### src/rtl/fpu_wb_pkg.sv
// Shared constants for the FPU writeback / fcsr stage: CSR addresses,
// CSR operation encodings, fflags bit positions and the dynamic rm code.
package fpu_wb_pkg;

    localparam logic [11:0] ADDR_FFLAGS = 12'h001;
    localparam logic [11:0] ADDR_FRM    = 12'h002;
    localparam logic [11:0] ADDR_FCSR   = 12'h003;

    typedef enum logic [1:0] {
        CSR_READ = 2'b00,
        CSR_RW   = 2'b01,
        CSR_RS   = 2'b10,
        CSR_RC   = 2'b11
    } csr_op_e;

    localparam int NV = 4;
    localparam int DZ = 3;
    localparam int OF = 2;
    localparam int UF = 1;
    localparam int NX = 0;

    localparam logic [2:0] RM_DYN = 3'b111;

endpackage

### src/rtl/fpu_wb_fifo.sv
// Small show-ahead FIFO holding integer-destination results until the
// integer writeback accepts them. Head data reads as zero while empty.
module fpu_wb_fifo #(
    parameter int DEPTH = 2,
    parameter int WIDTH = 37
) (
    input  logic                     clk,
    input  logic                     rst_l,
    input  logic                     push,
    input  logic [WIDTH-1:0]         push_data,
    input  logic                     pop,
    output logic [WIDTH-1:0]         pop_data,
    output logic                     full,
    output logic                     empty,
    output logic [$clog2(DEPTH):0]   count
);
    localparam int AW = $clog2(DEPTH);
    localparam int CW = AW + 1;

    logic [WIDTH-1:0] mem_reg [DEPTH];
    logic [AW-1:0]    wr_ptr_reg;
    logic [AW-1:0]    rd_ptr_reg;
    logic [CW-1:0]    count_reg;
    logic             do_push;
    logic             do_pop;

    assign empty    = (count_reg == '0);
    assign full     = (count_reg == CW'(DEPTH));
    assign count    = count_reg;
    assign do_push  = push & ~full;
    assign do_pop   = pop & ~empty;
    assign pop_data = empty ? '0 : mem_reg[rd_ptr_reg];

    always_ff @(posedge clk or negedge rst_l) begin
        if (!rst_l) begin
            for (int i = 0; i < DEPTH; i++) begin
                mem_reg[i] <= '0;
            end
            wr_ptr_reg <= '0;
            rd_ptr_reg <= '0;
            count_reg  <= '0;
        end else begin
            if (do_push) begin
                mem_reg[wr_ptr_reg] <= push_data;
                wr_ptr_reg          <= wr_ptr_reg + 1'b1;
            end
            if (do_pop) begin
                rd_ptr_reg <= rd_ptr_reg + 1'b1;
            end
            // Pointers wrap naturally because DEPTH is a power of two.
            case ({do_push, do_pop})
                2'b10:   count_reg <= count_reg + 1'b1;
                2'b01:   count_reg <= count_reg - 1'b1;
                default: count_reg <= count_reg;
            endcase
        end
    end

endmodule

### src/rtl/fpu_writeback_csr.sv
// Writeback stage behind the single-cycle FPU: aligns results with their
// destinations, buffers integer results, and owns fflags/frm (fcsr).
module fpu_writeback_csr
    import fpu_wb_pkg::*;
#(
    parameter int STD   = 31,
    parameter int DEPTH = 2
) (
    input  logic           clk,
    input  logic           rst_l,
    input  logic           issue_valid,
    input  logic [4:0]     issue_rd,
    input  logic           issue_int_dest,
    input  logic [2:0]     issue_rm,
    output logic [2:0]     fpu_frm,
    output logic           rm_invalid,
    output logic           issue_stall,
    input  logic [STD:0]   FPU_resultant,
    input  logic [31:0]    FPU_Result_rd,
    input  logic [4:0]     S_Flags,
    output logic           fp_wr_en,
    output logic [4:0]     fp_wr_addr,
    output logic [STD:0]   fp_wr_data,
    output logic           int_wb_valid,
    input  logic           int_wb_ready,
    output logic [4:0]     int_wb_rd,
    output logic [31:0]    int_wb_data,
    input  logic           csr_valid,
    input  logic [1:0]     csr_op,
    input  logic [11:0]    csr_addr,
    input  logic [31:0]    csr_wdata,
    output logic           csr_ack,
    output logic [31:0]    csr_rdata,
    output logic           csr_err,
    output logic [4:0]     fflags,
    output logic [2:0]     frm_csr
);
    localparam int CW = $clog2(DEPTH) + 1;

    logic           v1_reg;
    logic [4:0]     rd1_reg;
    logic           int1_reg;
    logic [4:0]     fflags_reg;
    logic [2:0]     frm_reg;
    logic           csr_ack_reg;
    logic [31:0]    csr_rdata_reg;
    logic           csr_err_reg;

    logic           issue_accept;
    logic           int_pending;
    logic [CW-1:0]  fifo_count;
    logic [CW:0]    occupancy;
    logic           fifo_full;
    logic           fifo_empty;
    logic [36:0]    fifo_head;

    logic           addr_ok;
    logic [31:0]    csr_old;
    logic [31:0]    csr_new;
    logic           csr_write;
    logic [4:0]     fflags_next;
    logic [2:0]     frm_next;

    assign int_pending  = v1_reg & int1_reg;
    assign occupancy    = {1'b0, fifo_count} + {{CW{1'b0}}, int_pending};
    // A same-cycle pop is deliberately not credited, keeping the stall simple.
    assign issue_stall  = fifo_full | (occupancy >= (CW+1)'(DEPTH));
    assign issue_accept = issue_valid & ~(issue_int_dest & issue_stall);

    assign fpu_frm    = (issue_rm == RM_DYN) ? frm_reg : issue_rm;
    assign rm_invalid = fpu_frm[2] & (fpu_frm[1] | fpu_frm[0]);

    assign fp_wr_en   = v1_reg & ~int1_reg;
    assign fp_wr_addr = rd1_reg;
    assign fp_wr_data = FPU_resultant;

    fpu_wb_fifo #(
        .DEPTH (DEPTH),
        .WIDTH (37)
    ) u_fifo (
        .clk       (clk),
        .rst_l     (rst_l),
        .push      (int_pending),
        .push_data ({rd1_reg, FPU_Result_rd}),
        .pop       (int_wb_ready),
        .pop_data  (fifo_head),
        .full      (fifo_full),
        .empty     (fifo_empty),
        .count     (fifo_count)
    );

    assign int_wb_valid = ~fifo_empty;
    assign int_wb_rd    = fifo_head[36:32];
    assign int_wb_data  = fifo_head[31:0];

    always_comb begin
        addr_ok = 1'b1;
        csr_old = '0;
        case (csr_addr)
            ADDR_FFLAGS: csr_old = {27'b0, fflags_reg};
            ADDR_FRM:    csr_old = {29'b0, frm_reg};
            ADDR_FCSR:   csr_old = {24'b0, frm_reg, fflags_reg};
            default:     addr_ok = 1'b0;
        endcase

        csr_new = csr_old;
        case (csr_op_e'(csr_op))
            CSR_RW:  csr_new = csr_wdata;
            CSR_RS:  csr_new = csr_old | csr_wdata;
            CSR_RC:  csr_new = csr_old & ~csr_wdata;
            default: csr_new = csr_old;
        endcase

        csr_write   = csr_valid & addr_ok & (csr_op_e'(csr_op) != CSR_READ);
        fflags_next = fflags_reg;
        frm_next    = frm_reg;
        if (csr_write) begin
            if (csr_addr == ADDR_FFLAGS) begin
                fflags_next = csr_new[4:0];
            end else if (csr_addr == ADDR_FRM) begin
                frm_next = csr_new[2:0];
            end else begin
                fflags_next = csr_new[4:0];
                frm_next    = csr_new[7:5];
            end
        end
        // Completion flags accumulate on top of any same-cycle CSR write.
        if (v1_reg) begin
            fflags_next = fflags_next | S_Flags;
        end
    end

    always_ff @(posedge clk or negedge rst_l) begin
        if (!rst_l) begin
            v1_reg        <= 1'b0;
            rd1_reg       <= '0;
            int1_reg      <= 1'b0;
            fflags_reg    <= '0;
            frm_reg       <= '0;
            csr_ack_reg   <= 1'b0;
            csr_rdata_reg <= '0;
            csr_err_reg   <= 1'b0;
        end else begin
            v1_reg <= issue_accept;
            if (issue_accept) begin
                rd1_reg  <= issue_rd;
                int1_reg <= issue_int_dest;
            end
            fflags_reg    <= fflags_next;
            frm_reg       <= frm_next;
            csr_ack_reg   <= csr_valid;
            csr_rdata_reg <= (csr_valid & addr_ok) ? csr_old : '0;
            csr_err_reg   <= csr_valid & ~addr_ok;
        end
    end

    assign csr_ack   = csr_ack_reg;
    assign csr_rdata = csr_rdata_reg;
    assign csr_err   = csr_err_reg;
    assign fflags    = fflags_reg;
    assign frm_csr   = frm_reg;

endmodule

### config.mk
export PLATFORM = sky130hd
export DESIGN_NAME = fpu_writeback_csr
export DESIGN_NICKNAME = d
export VERILOG_FILES = /design/src/rtl/fpu_wb_pkg.sv /design/src/rtl/fpu_wb_fifo.sv /design/src/rtl/fpu_writeback_csr.sv
export SDC_FILE = /design/constraint.sdc
export NUM_CORES = 1
export LEC_CHECK = 0
export ABC_CLOCK_PERIOD_IN_PS = 2490
export BUFFER_PORTS_ARGS = -buffer_cell sky130_fd_sc_hd__buf_2
export CORE_AREA = 2 2 110 112
export CTS_CLUSTER_SIZE = 24
export DETAILED_ROUTE_END_ITERATION = 7
export DIE_AREA = 0 0 112 114
export GPL_TIMING_DRIVEN = 0
export PLACE_DENSITY = 0.79
export SYNTH_ARGS = -nofsm -noshare
export SYNTH_HDL_FRONTEND = slang
export SYNTH_SLANG_ARGS = --single-unit
### constraint.sdc
create_clock -name clk -period 2.49 [get_ports clk]
set_clock_uncertainty 0.05 [all_clocks]
set_input_delay 0.3735 -clock clk [delete_from_list [all_inputs] [get_ports clk]]
set_output_delay 0.3735 -clock clk [all_outputs]
set_load 0.03 [all_outputs]
# == Word level (Yosys, flattened, before mapping) ==
# Index checks and enable logic that the tools add are counted.
# totals
ff_bits,127
in_bits,129
word_cells,80
out_inout_bits,123
# classes
n_reduce_logical,6
n_lt_le_gt_ge,4
muxes,18
eq_ne,10
addsub,5
bitwise,24
# ops
op,count
37-bit two-way mux,5
74-bit bitwise mux,1
8-bit one-hot mux with 3 select lines,2
37-bit demux with 1-bit select,1
32-bit two-way mux,1
"12-bit by 2-bit equality test with 1-bit output, second input constant",2
5-bit two-way mux,4
"12-bit by 1-bit equality test with 1-bit output, second input constant",1
1-bit bitwise AND,10
8-bit bitwise AND,1
"2-bit equality test, second input constant",4
8-bit inverter,1
8-bit bitwise OR,1
3-bit two-way mux,2
1-bit inverter,6
5-bit bitwise OR,1
"2-bit by 1-bit equality test with 1-bit output, second input constant",2
"2-bit >= comparator, second input constant",2
1-bit inverter with 2-bit output,2
2-bit one-hot mux with 2 select lines,1
2-bit nonzero test,2
2-bit by 1-bit adder with 3-bit output,1
"3-bit equality test, second input constant",1
"3-bit by 2-bit >= comparator with 1-bit output, second input constant",1
other kinds (10),12

# == Longest topological paths before layout ==
# Gate-level depths: netlist of run 1.
# depth
depth_word,9
depth_mapped,8
ltp_nobuf,7

# == By module ==
# Synthesis of run 1 repeated with hierarchy kept, for this count alone.
# hier_totals
cells_unflattened,447
hier_area_um2,5525.3
# by_module_without_submodules
mod,instances,area_each_um2,cells_each,seq_area_each_um2
fpu_wb_fifo,1,3707.3,256,1951.9
fpu_writeback_csr,1,1818.0,191,625.6

# == Least setup slack after synthesis of run 1 ==
# Ideal clock, no wire load.
# synth_timing
path_kind,input -> register
start,in csr_addr[7]
end,reg fflags_reg[0] (netlist: fflags[0])
setup_slack_ns,0.678
n_path_buf,0
path_stages,4
t_required_ns,2.309
arrival_time_ns,1.631
setup_ns,0.131
cell_sequence,or4_4 > nor4_4 > and2_1 > a21oi_1
# synth_between
elab_chain_cells,9
elab_cells_between_ends,16
classes_between,eq/ne: 3; mux: 7; bitwise: 5; reduce/logical: 1
# synth_lines
item,line_no,text
from (decl),fpu_writeback_csr.sv:30,"input logic [11:0] csr_addr,"
12-bit by 2-bit equality test with 1-bit output (tied with other cells),fpu_writeback_csr.sv:99,case (csr_addr)
8-bit one-hot mux with 3 select lines,fpu_writeback_csr.sv:99,
8-bit bitwise AND / 8-bit bitwise OR (equally long branches),"fpu_writeback_csr.sv:110, fpu_writeback_csr.sv:109",
8-bit one-hot mux with 3 select lines,fpu_writeback_csr.sv:107,case (csr_op_e'(csr_op))
5-bit two-way mux,fpu_writeback_csr.sv:120,end else if (csr_addr == ADDR_FRM) begin
5-bit two-way mux,fpu_writeback_csr.sv:118,if (csr_addr == ADDR_FFLAGS) begin
5-bit two-way mux (*),fpu_writeback_csr.sv:117,if (csr_write) begin
5-bit bitwise OR,fpu_writeback_csr.sv:129,fflags_next = fflags_next | S_Flags;
5-bit two-way mux (*),fpu_writeback_csr.sv:128,if (v1_reg) begin
named net fflags_next[0],fpu_writeback_csr.sv:61,logic [4:0] fflags_next;
to (signal assigned),fpu_writeback_csr.sv:149,fflags_reg <= fflags_next;
to (decl),fpu_writeback_csr.sv:43,logic [4:0] fflags_reg;
# Mark *: on every way through the listed nets, which the timed path passes. The rest lies on a longest branch.
# A chain may end at the register's enable or synchronous reset.

# == Worst setup path in the final report of run 1 ==
# layout_timing
start,reg u_fifo.count_reg[0] (netlist: u_fifo.count[0])
end,out int_wb_data[3]
# layout_between
elab_chain_cells,2
# layout_lines
item,line_no,text
from (decl),fpu_wb_fifo.sv:23,logic [CW-1:0] count_reg;
from (signal assigned),fpu_wb_fifo.sv:52,2'b10: count_reg <= count_reg + 1'b1;
from (signal assigned),fpu_wb_fifo.sv:53,2'b01: count_reg <= count_reg - 1'b1;
from (signal assigned),fpu_wb_fifo.sv:54,default: count_reg <= count_reg;
2-bit logical NOT,fpu_wb_fifo.sv:27,assign empty = (count_reg == '0);
37-bit two-way mux,fpu_wb_fifo.sv:32,assign pop_data = empty ? '0 : mem_reg[rd_ptr_reg];
to (decl),fpu_writeback_csr.sv:27,"output logic [31:0] int_wb_data,"
# Every way passes these cells.

==> results.txt, run 1 <==
The run finished, with violations left. The checks that failed: negative hold slack. Across the run, the number of max-cap violations was 0. For the peak supply drop, the log shows 0.0008011 V.

Pin slew with the least headroom to its limit: 0.7455 ns. The residual DRC count was 0. After detailed routing, the met2 layer carries 6232 µm of wire. Routed signal wires occupy layers up through met5. The die covers 0.01277 mm². The worst-case setup margin in the final layout came out at 0.1973 ns. Measured in cells, the most critical reg-to-reg path has a length of 5. The tools report the clock latency on the worst-skew pair as 0.34 ns. The height of the die was 114 µm. Detailed routing placed a total of 888 µm of wire on met3. For the TritonCTS buffer count, the log shows 9. The critical path's largest stage delay works out to 0.36 ns. The number of antenna violations at the first check in global routing came out at 1. Number of flip-flops under the largest register name: 74. Data on the critical path is required at its endpoint by 2.07 ns. Port buffering added 170 buffers. The clock period could shrink to 2.293 ns. For this block, the via count after detailed routing is 4074. The area growth from synthesis to layout is 27.17%.

The number of synthesized register bits was 103; the areal power density over the cells was 1192 mW/mm². Minimum setup slack among reg-to-reg paths: 0.35 ns. TritonCTS built the clock tree. The run gives 0 as the residual antenna-violating net count after detailed routing. In this run the deepest clock path goes through 2 buffers.

The fraction of final layout cells sized beyond drive strength 1 works out to 52.18%. Using the TritonRoute via totals, the vias-per-cell ratio works out to 5.017. The mapped netlist covers 0.005301 mm².

For this run, the detailed router's first-pass iteration total came to 8. The run gives 103 as the TritonCTS sink count. The tools report the category of the worst setup path launch point as a flip-flop.

Data on the critical path arrives at its endpoint at 1.87 ns. The logs give -0.003841 ns for the worst hold-check slack and 39 for the number of distinct library cells after synthesis. The beginning of the critical path is u_fifo.count[0]. The run gives 193 as the iteration-0 DRC count of the detailed router. Among all stages on the critical path, the largest delay is contributed by sky130_fd_sc_hd__dfrtp_1. The initial utilization of the core area, before any placement, comes to 45.27%. Summing internal, switching and leakage power gives 8.035 mW. Setup violations remaining at the end of the flow were counted as 0. In the final routing, the length of wire on met1 measures 4828 µm. STA classifies the critical path endpoint as a primary output.

The post-synthesis instance total is 455. Setup repair after global routing left no endpoint under its margin. After detailed routing, the average wire length per cell comes to 14.92 µm.

The final worst-path cycle share is 92.08%. The critical path is of the flip-flop to primary output type. At the end of routability-driven placement, the weighted congestion stood at 0.8112. The floorplan die width was 112 µm.

The wire-length estimate of the detail-placed layout is 9278 µm. The critical path ends at int_wb_data[3]. In this run the critical register-to-register path is launched from u_fifo.count[1]. In this run, placement finished with an instance count of 796. During I/O placement, the number of pins put on the boundary was 252. Global routing used 18.42% of the available tracks. The logs give 4034 for the number of global-route vias before repair and 812 for the final cell count without fillers.

OpenSTA, run right after detailed placement, puts the worst setup slack at 0.1388 ns. The number of H-tree levels is 3. The logs give 18920 µm for the first-pass GRT wire length and 0 for the leftover overflow at the end of global routing. For this run, the register share of the synthesized area comes to 48.62%.

The logs give 40 for the count of standard-cell rows and 12120 µm for the total detailed-routing wirelength. The number of diodes came out at 0. The largest fanout on the critical path was 10; the number of warnings printed during yosys synthesis was 0.

The post-CTS clock slew at the launch and capture registers of the worst setup and hold paths is 0.07 ns, and the post-CTS setup buffer count is 0. In this run the critical register-to-register path is captured at u_fifo.mem_reg[46]. Number of max-slew violations in the final report: 0. Entering global routing, the biggest net connects 57 pins. The final net count was 790; the leakage component of the power was 3.413 nW. Final number of hold-violating endpoints: 1.

The path class of the tightest hold or removal check is primary input to asynchronous set/reset pin. The core region is 0.01171 mm². Cells fill 57.56% of the core in the end. The signal on the critical path passes through buf_2 > nor2_1 > clkbuf_2 > clkbuf_2 > nor2_1 > buf_2.

Dividing the synthesized area by the synthesized cell count gives 11.65 µm². The tree is rooted in a sky130_fd_sc_hd__clkbuf_16. For the maximum operating frequency, the log shows 436.2 MHz. Worst slew slack as a fraction of its limit: 50.30%.
[through the flow]
| stage | hold slack, ns | area [µm²] | setup TNS [ns] |
|---|---|---|---|
| global placement | 0.4362 | 6422 | -2.249 |
| CTS | 0.01972 | 6741 | 0 |
| detailed placement | 0.3883 | 6452 | 0 |
| global route | 0.04852 | 6741 | 0 |
| floorplan | 0.02791 | 5388 | 0 |
| finish | -0.003841 | 6741 | 0 |
[cell usage after synthesis, drive strengths merged]
master,n,share of area [%]
clkbuf,10,0.71
nor4,3,0.92
a222oi,3,0.57
nand2,18,1.3
mux2,80,17
dfrtp,103,49
nand2b,7,0.83
o2111ai,1,0.28
xor2,2,0.33
ha,1,0.24
a31oi,5,0.59
and2,7,0.87
conb,1,0.071
or4,2,0.42
xnor2,6,0.99
nor4b,1,0.28
a221oi,6,0.99
mux2i,37,7.0
a31o,1,0.17
nor3,3,0.28
o211ai,8,1.1
o21ai,2,0.19
nand3b,3,0.42
inv,3,0.21
nand3,4,0.38
or2,2,0.24
buf,67,9.0
and3,2,0.24
nor2b,2,0.24
o21a,5,0.71
a21boi,3,0.42
nor2,45,3.2
a21oi,12,1.1
[report_power, final]
group          leakage, nW  switching, mW  internal (mW)
logic                 2.04           2.40           1.57
clock network        0.143          0.612          0.737
registers             1.23          0.356           2.36
[timing repair]
| action | CTS | global route |
|---|---|---|
| resized for setup | 4 | 0 |
| endpoints found under the setup margin | 30 | 0 |
| hold buffers | 0 | 0 |
[layout make-up]
| type | instances | area, µm² |
|---|---|---|
| multi-input cells | 295 | 2282 |
| flip-flops and latches | 103 | 2577 |
| fillers | 1014 | 4970 |
| clock buffers | 12 | 256.5 |
| well taps | 147 | 183.9 |
| clock inverters | 4 | 27.53 |
| inverters | 3 | 11.26 |
| plain buffers | 77 | 521.8 |
| repair buffers | 171 | 880.8 |
[layout by cell type, fill, tap and decap left out, drive strengths merged, types with 4 or more instances in the layout]
cell type	Yosys	final
o211ai	8	8
clkbuf	10	22
a221oi	6	6
mux2i	37	37
nor2	45	45
nand3	4	4
dfrtp	103	103
o21a	5	5
xnor2	6	6
and2	7	7
nand2	18	18
inv	3	5
mux2	80	80
buf	67	238
nand2b	7	7
a31oi	5	5
conb	1	24
a21oi	12	12
[metal layers]
metal / track usage (%) / vias up
met5: 0 / -
met4: 6.423 / 2
met3: 4.516 / 20
met2: 33.41 / 181
met1: 21.37 / 1945
li1: - / 1926
[worst min-delay path by stage]
stage / from / end / slack (ns) / depth (start not counted)
floorplan: rst_l / csr_ack / 0.03 / 0
global placement: u_fifo.mem_reg[23] / u_fifo.mem_reg[23] / 0.44 / 1
detailed placement: rst_l / u_fifo.mem_reg[18] / 0.39 / 1
CTS: rst_l / u_fifo.mem_reg[18] / 0.02 / 1
global route: rst_l / u_fifo.mem_reg[15] / 0.05 / 1
finish: rst_l / u_fifo.mem_reg[18] / -0.004 / 1
[critical path, delay by kind of cell, from the launching register on]
kind	cells	cell delay (ns)
buf+inv	4	0.91
simple gates	2	0.25
flops	1	0.36
[cells by family after synthesis]
logic type                 Yosys count  synth area share [%]
other                                1               0.07074
xor gates and xnor gates             8                 1.322
AOI/OAI and AO/OA                   46                 6.184
buffers and inverters               80                 9.960
muxes                              117                 23.98
DFF                                103                 48.62
and+or+nand+nor                     99                 9.629
adders and majority gates            1                0.2360
Note: power is estimated with default switching activity, not from simulation.
==> run 2, diff against run 1 <==
--- a/config.mk
+++ b/config.mk
@@ -8,6 +8,7 @@
 export ABC_CLOCK_PERIOD_IN_PS = 2490
 export BUFFER_PORTS_ARGS = -buffer_cell sky130_fd_sc_hd__buf_2
 export CORE_AREA = 2 2 110 112
+export CTS_BUF_LIST = sky130_fd_sc_hd__clkbuf_16
 export CTS_CLUSTER_SIZE = 24
 export DETAILED_ROUTE_END_ITERATION = 7
 export DIE_AREA = 0 0 112 114
==> run 2 against run 1 <==
Compared with the run above: the flow still finishes with violations (negative hold slack); maximum frequency about the same; design area decreased by 0.30%; non-clock buffer count unchanged; highest routed layer unchanged.
==> results.txt, run 2 (synthesis gave the netlist of run 1 again) <==
The count of standard-cell rows is 40. Height of the die: 114 µm. The number of max-slew violations in the final report was 0; the number of filler cells placed in the layout was 1022. The logs give 18.43% for the global-route total usage across every layer and 57 for the maximum number of pins on one net before global-route repair. The tightest min-delay check is of the primary input to asynchronous set/reset pin type.

The number of global-route vias before repair came out at 4029. The residual DRC count was 0. Nature of the critical path endpoint: a primary output. The TritonCTS buffer count was 9. The run gives 0.8112 as the final weighted congestion in routability-driven placement. The checks that failed: negative hold slack.

The smallest clock period supported by the final layout is computed as 2.294 ns. Peak supply drop: 0.0008012 V. The total overflow left after global routing is 0.

Along the worst path, the maximum fanout reaches 10. Pin slew with the least headroom to its limit: 0.7455 ns. First-pass GRT wire length: 18950 µm. The worst pin sits at a relative slew slack of 50.30%.

The synthesis-to-finish area growth came out at 26.79%. Setup violations remaining at the end of the flow were counted as 0. The logs give 1 for the final number of hold-violating endpoints and 0 ns for the final total negative setup slack. The logs give 0.35 ns for the minimum setup slack among reg-to-reg paths and 0 for the residual antenna-violating net count after detailed routing.

The register with the most flip-flops in the layout has 74 of them. Setup repair after global routing left no endpoint under its margin. The final net count is 790, and the clock latency on the worst-skew pair is 0.34 ns. The floorplan step set the die width to 112 µm. After detailed routing, the average wire length per cell comes to 14.96 µm. The clock passes through at most 2 buffers.

TritonCTS built the clock tree. The H-tree was split into 3 levels. For the cell area after layout, the log shows 0.006721 mm². The maximum operating frequency was 436.0 MHz; the via density per instance was 4.996. Clock-pin slew was measured on the worst setup and hold paths at 0.07 ns.

The iteration-0 DRC count of the detailed router came out at 176. The root buffer cell was sky130_fd_sc_hd__clkbuf_16. The total area inside the core boundary comes to 0.01171 mm². The critical path in this run is classified as flip-flop to primary output. In this run the static leakage power is 3.406 nW. The data arrival at the endpoint of the critical path is 1.87 ns. Power spread over the standard cell area amounts to 1185 mW/mm². The worst hold-check slack was -0.001554 ns. Final HPWL from detailed placement: 9278 µm.

In the layout the commonest cells are 177 x sky130_fd_sc_hd__buf_2, 103 x sky130_fd_sc_hd__dfrtp_1, 80 x sky130_fd_sc_hd__mux2_2, 59 x sky130_fd_sc_hd__buf_4, 44 x sky130_fd_sc_hd__nor2_1. The run gives 0.006452 mm² as the cell area after placement. The register area is 0.002577 mm². The count of boundary I/O pins is 252, and the number of antenna violations at the first check in global routing is 1. The tool flagged a number of max-cap violations equal to 0. The run finished, with violations left. The repair_antennas step left the layout with diodes totalling 0. The tools report the total detailed-routing wirelength as 12150 µm.

The worst setup path is launched from a flip-flop. For this configuration, the core starts out at a cell density of 45.27%. For the worst setup path, the data required time is 2.07 ns. The tools report the TritonCTS sink count as 103.

The die area was 0.01277 mm²; the area occupied by multi-input gates was 0.002282 mm². The fraction of final layout cells sized beyond drive strength 1 works out to 51.88%. The library cell used most frequently in the layout, excluding fill and tap cells, is sky130_fd_sc_hd__buf_2.

The routed layout has 4057 vias. The total of buffers placed on input and output ports works out to 170. The final worst-path cycle share works out to 92.11%. The first TritonRoute pass finished after 5 iterations.
-- run 2: cell count changes in the layout (fill, tap and decap cells not counted), sizes merged --
cell | previous run | this run
clkinv | 2 | 4
inv | 5 | 6
clkbuf | 22 | 19
-- run 2: final cells by class --
class,instances,share of cell area [%]
plain buffers,77,7.762
clock buffers,9,3.351
clock inverters,7,0.5771
inverters,3,0.1675
multi-input cells,295,33.95
flip-flops and latches,103,38.35
well taps,147,2.736
repair buffers,171,13.10
-- run 2: routing by layer --
metal  track usage [%]  routed length [µm]  vias up
met3             4.942                 827       16
met5                 0                  11        -
met1             21.46                4852     1955
li1                  -                   -     1919
met4             5.366                 157        2
met2             33.54                6298      165
-- run 2: critical path, stage by stage, from the launching register on --
cell and delay (ns):
sky130_fd_sc_hd__dfrtp_1 0.36, sky130_fd_sc_hd__buf_2 0.16, sky130_fd_sc_hd__nor2_1 0.16, sky130_fd_sc_hd__clkbuf_2 0.27, sky130_fd_sc_hd__clkbuf_2 0.30, sky130_fd_sc_hd__nor2_1 0.09, sky130_fd_sc_hd__buf_2 0.18
-- run 2: power by group --
| part | switching (mW) | total (mW) | internal [mW] |
|---|---|---|---|
| combinational | 2.40 | 3.97 | 1.57 |
| sequential | 0.357 | 2.72 | 2.36 |
| clock | 0.606 | 1.28 | 0.672 |
| total | 3.36 | 7.97 | 4.60 |
-- run 2: repair_timing --
action,in CTS,in global routing
setup endpoints to repair,30,0
hold buffers,0,0
buffers inserted,0,0
gates resized for setup,4,0
-- run 2: worst paths after layout --
| kind | cells past startpoint | from | to |
|---|---|---|---|
| max in group asynchronous | 2 | rst_l | u_fifo.mem_reg[73] |
| worst min register to register | 1 | u_fifo.mem_reg[62] | u_fifo.mem_reg[62] |
| worst max-delay path | 6 | u_fifo.count[0] | int_wb_data[3] |
| min in group clk | 1 | csr_valid | csr_ack |
| worst min-delay path | 1 | rst_l | u_fifo.mem_reg[18] |
| worst max register to register | 5 | u_fifo.count[1] | u_fifo.mem_reg[46] |
-- run 2: per-stage QoR --
stage | util [%] | hold slack, ns | power, mW | std cells | worst slack [ns]
6_report | 57.39 | -0.001554 | 7.965 | 812 | 0.1963
5_1_grt | 57.39 | 0.04800 | 8.441 | 812 | 0.04372
4_1_cts | 57.39 | 0.02229 | 8.056 | 812 | 0.1379
3_5_place_dp | 55.10 | 0.3883 | 6.751 | 796 | 0.1388
3_3_place_gp | 54.84 | 0.4362 | 6.593 | 795 | -0.02798
2_1_floorplan | - | 0.02791 | 5.647 | 478 | 0.6782
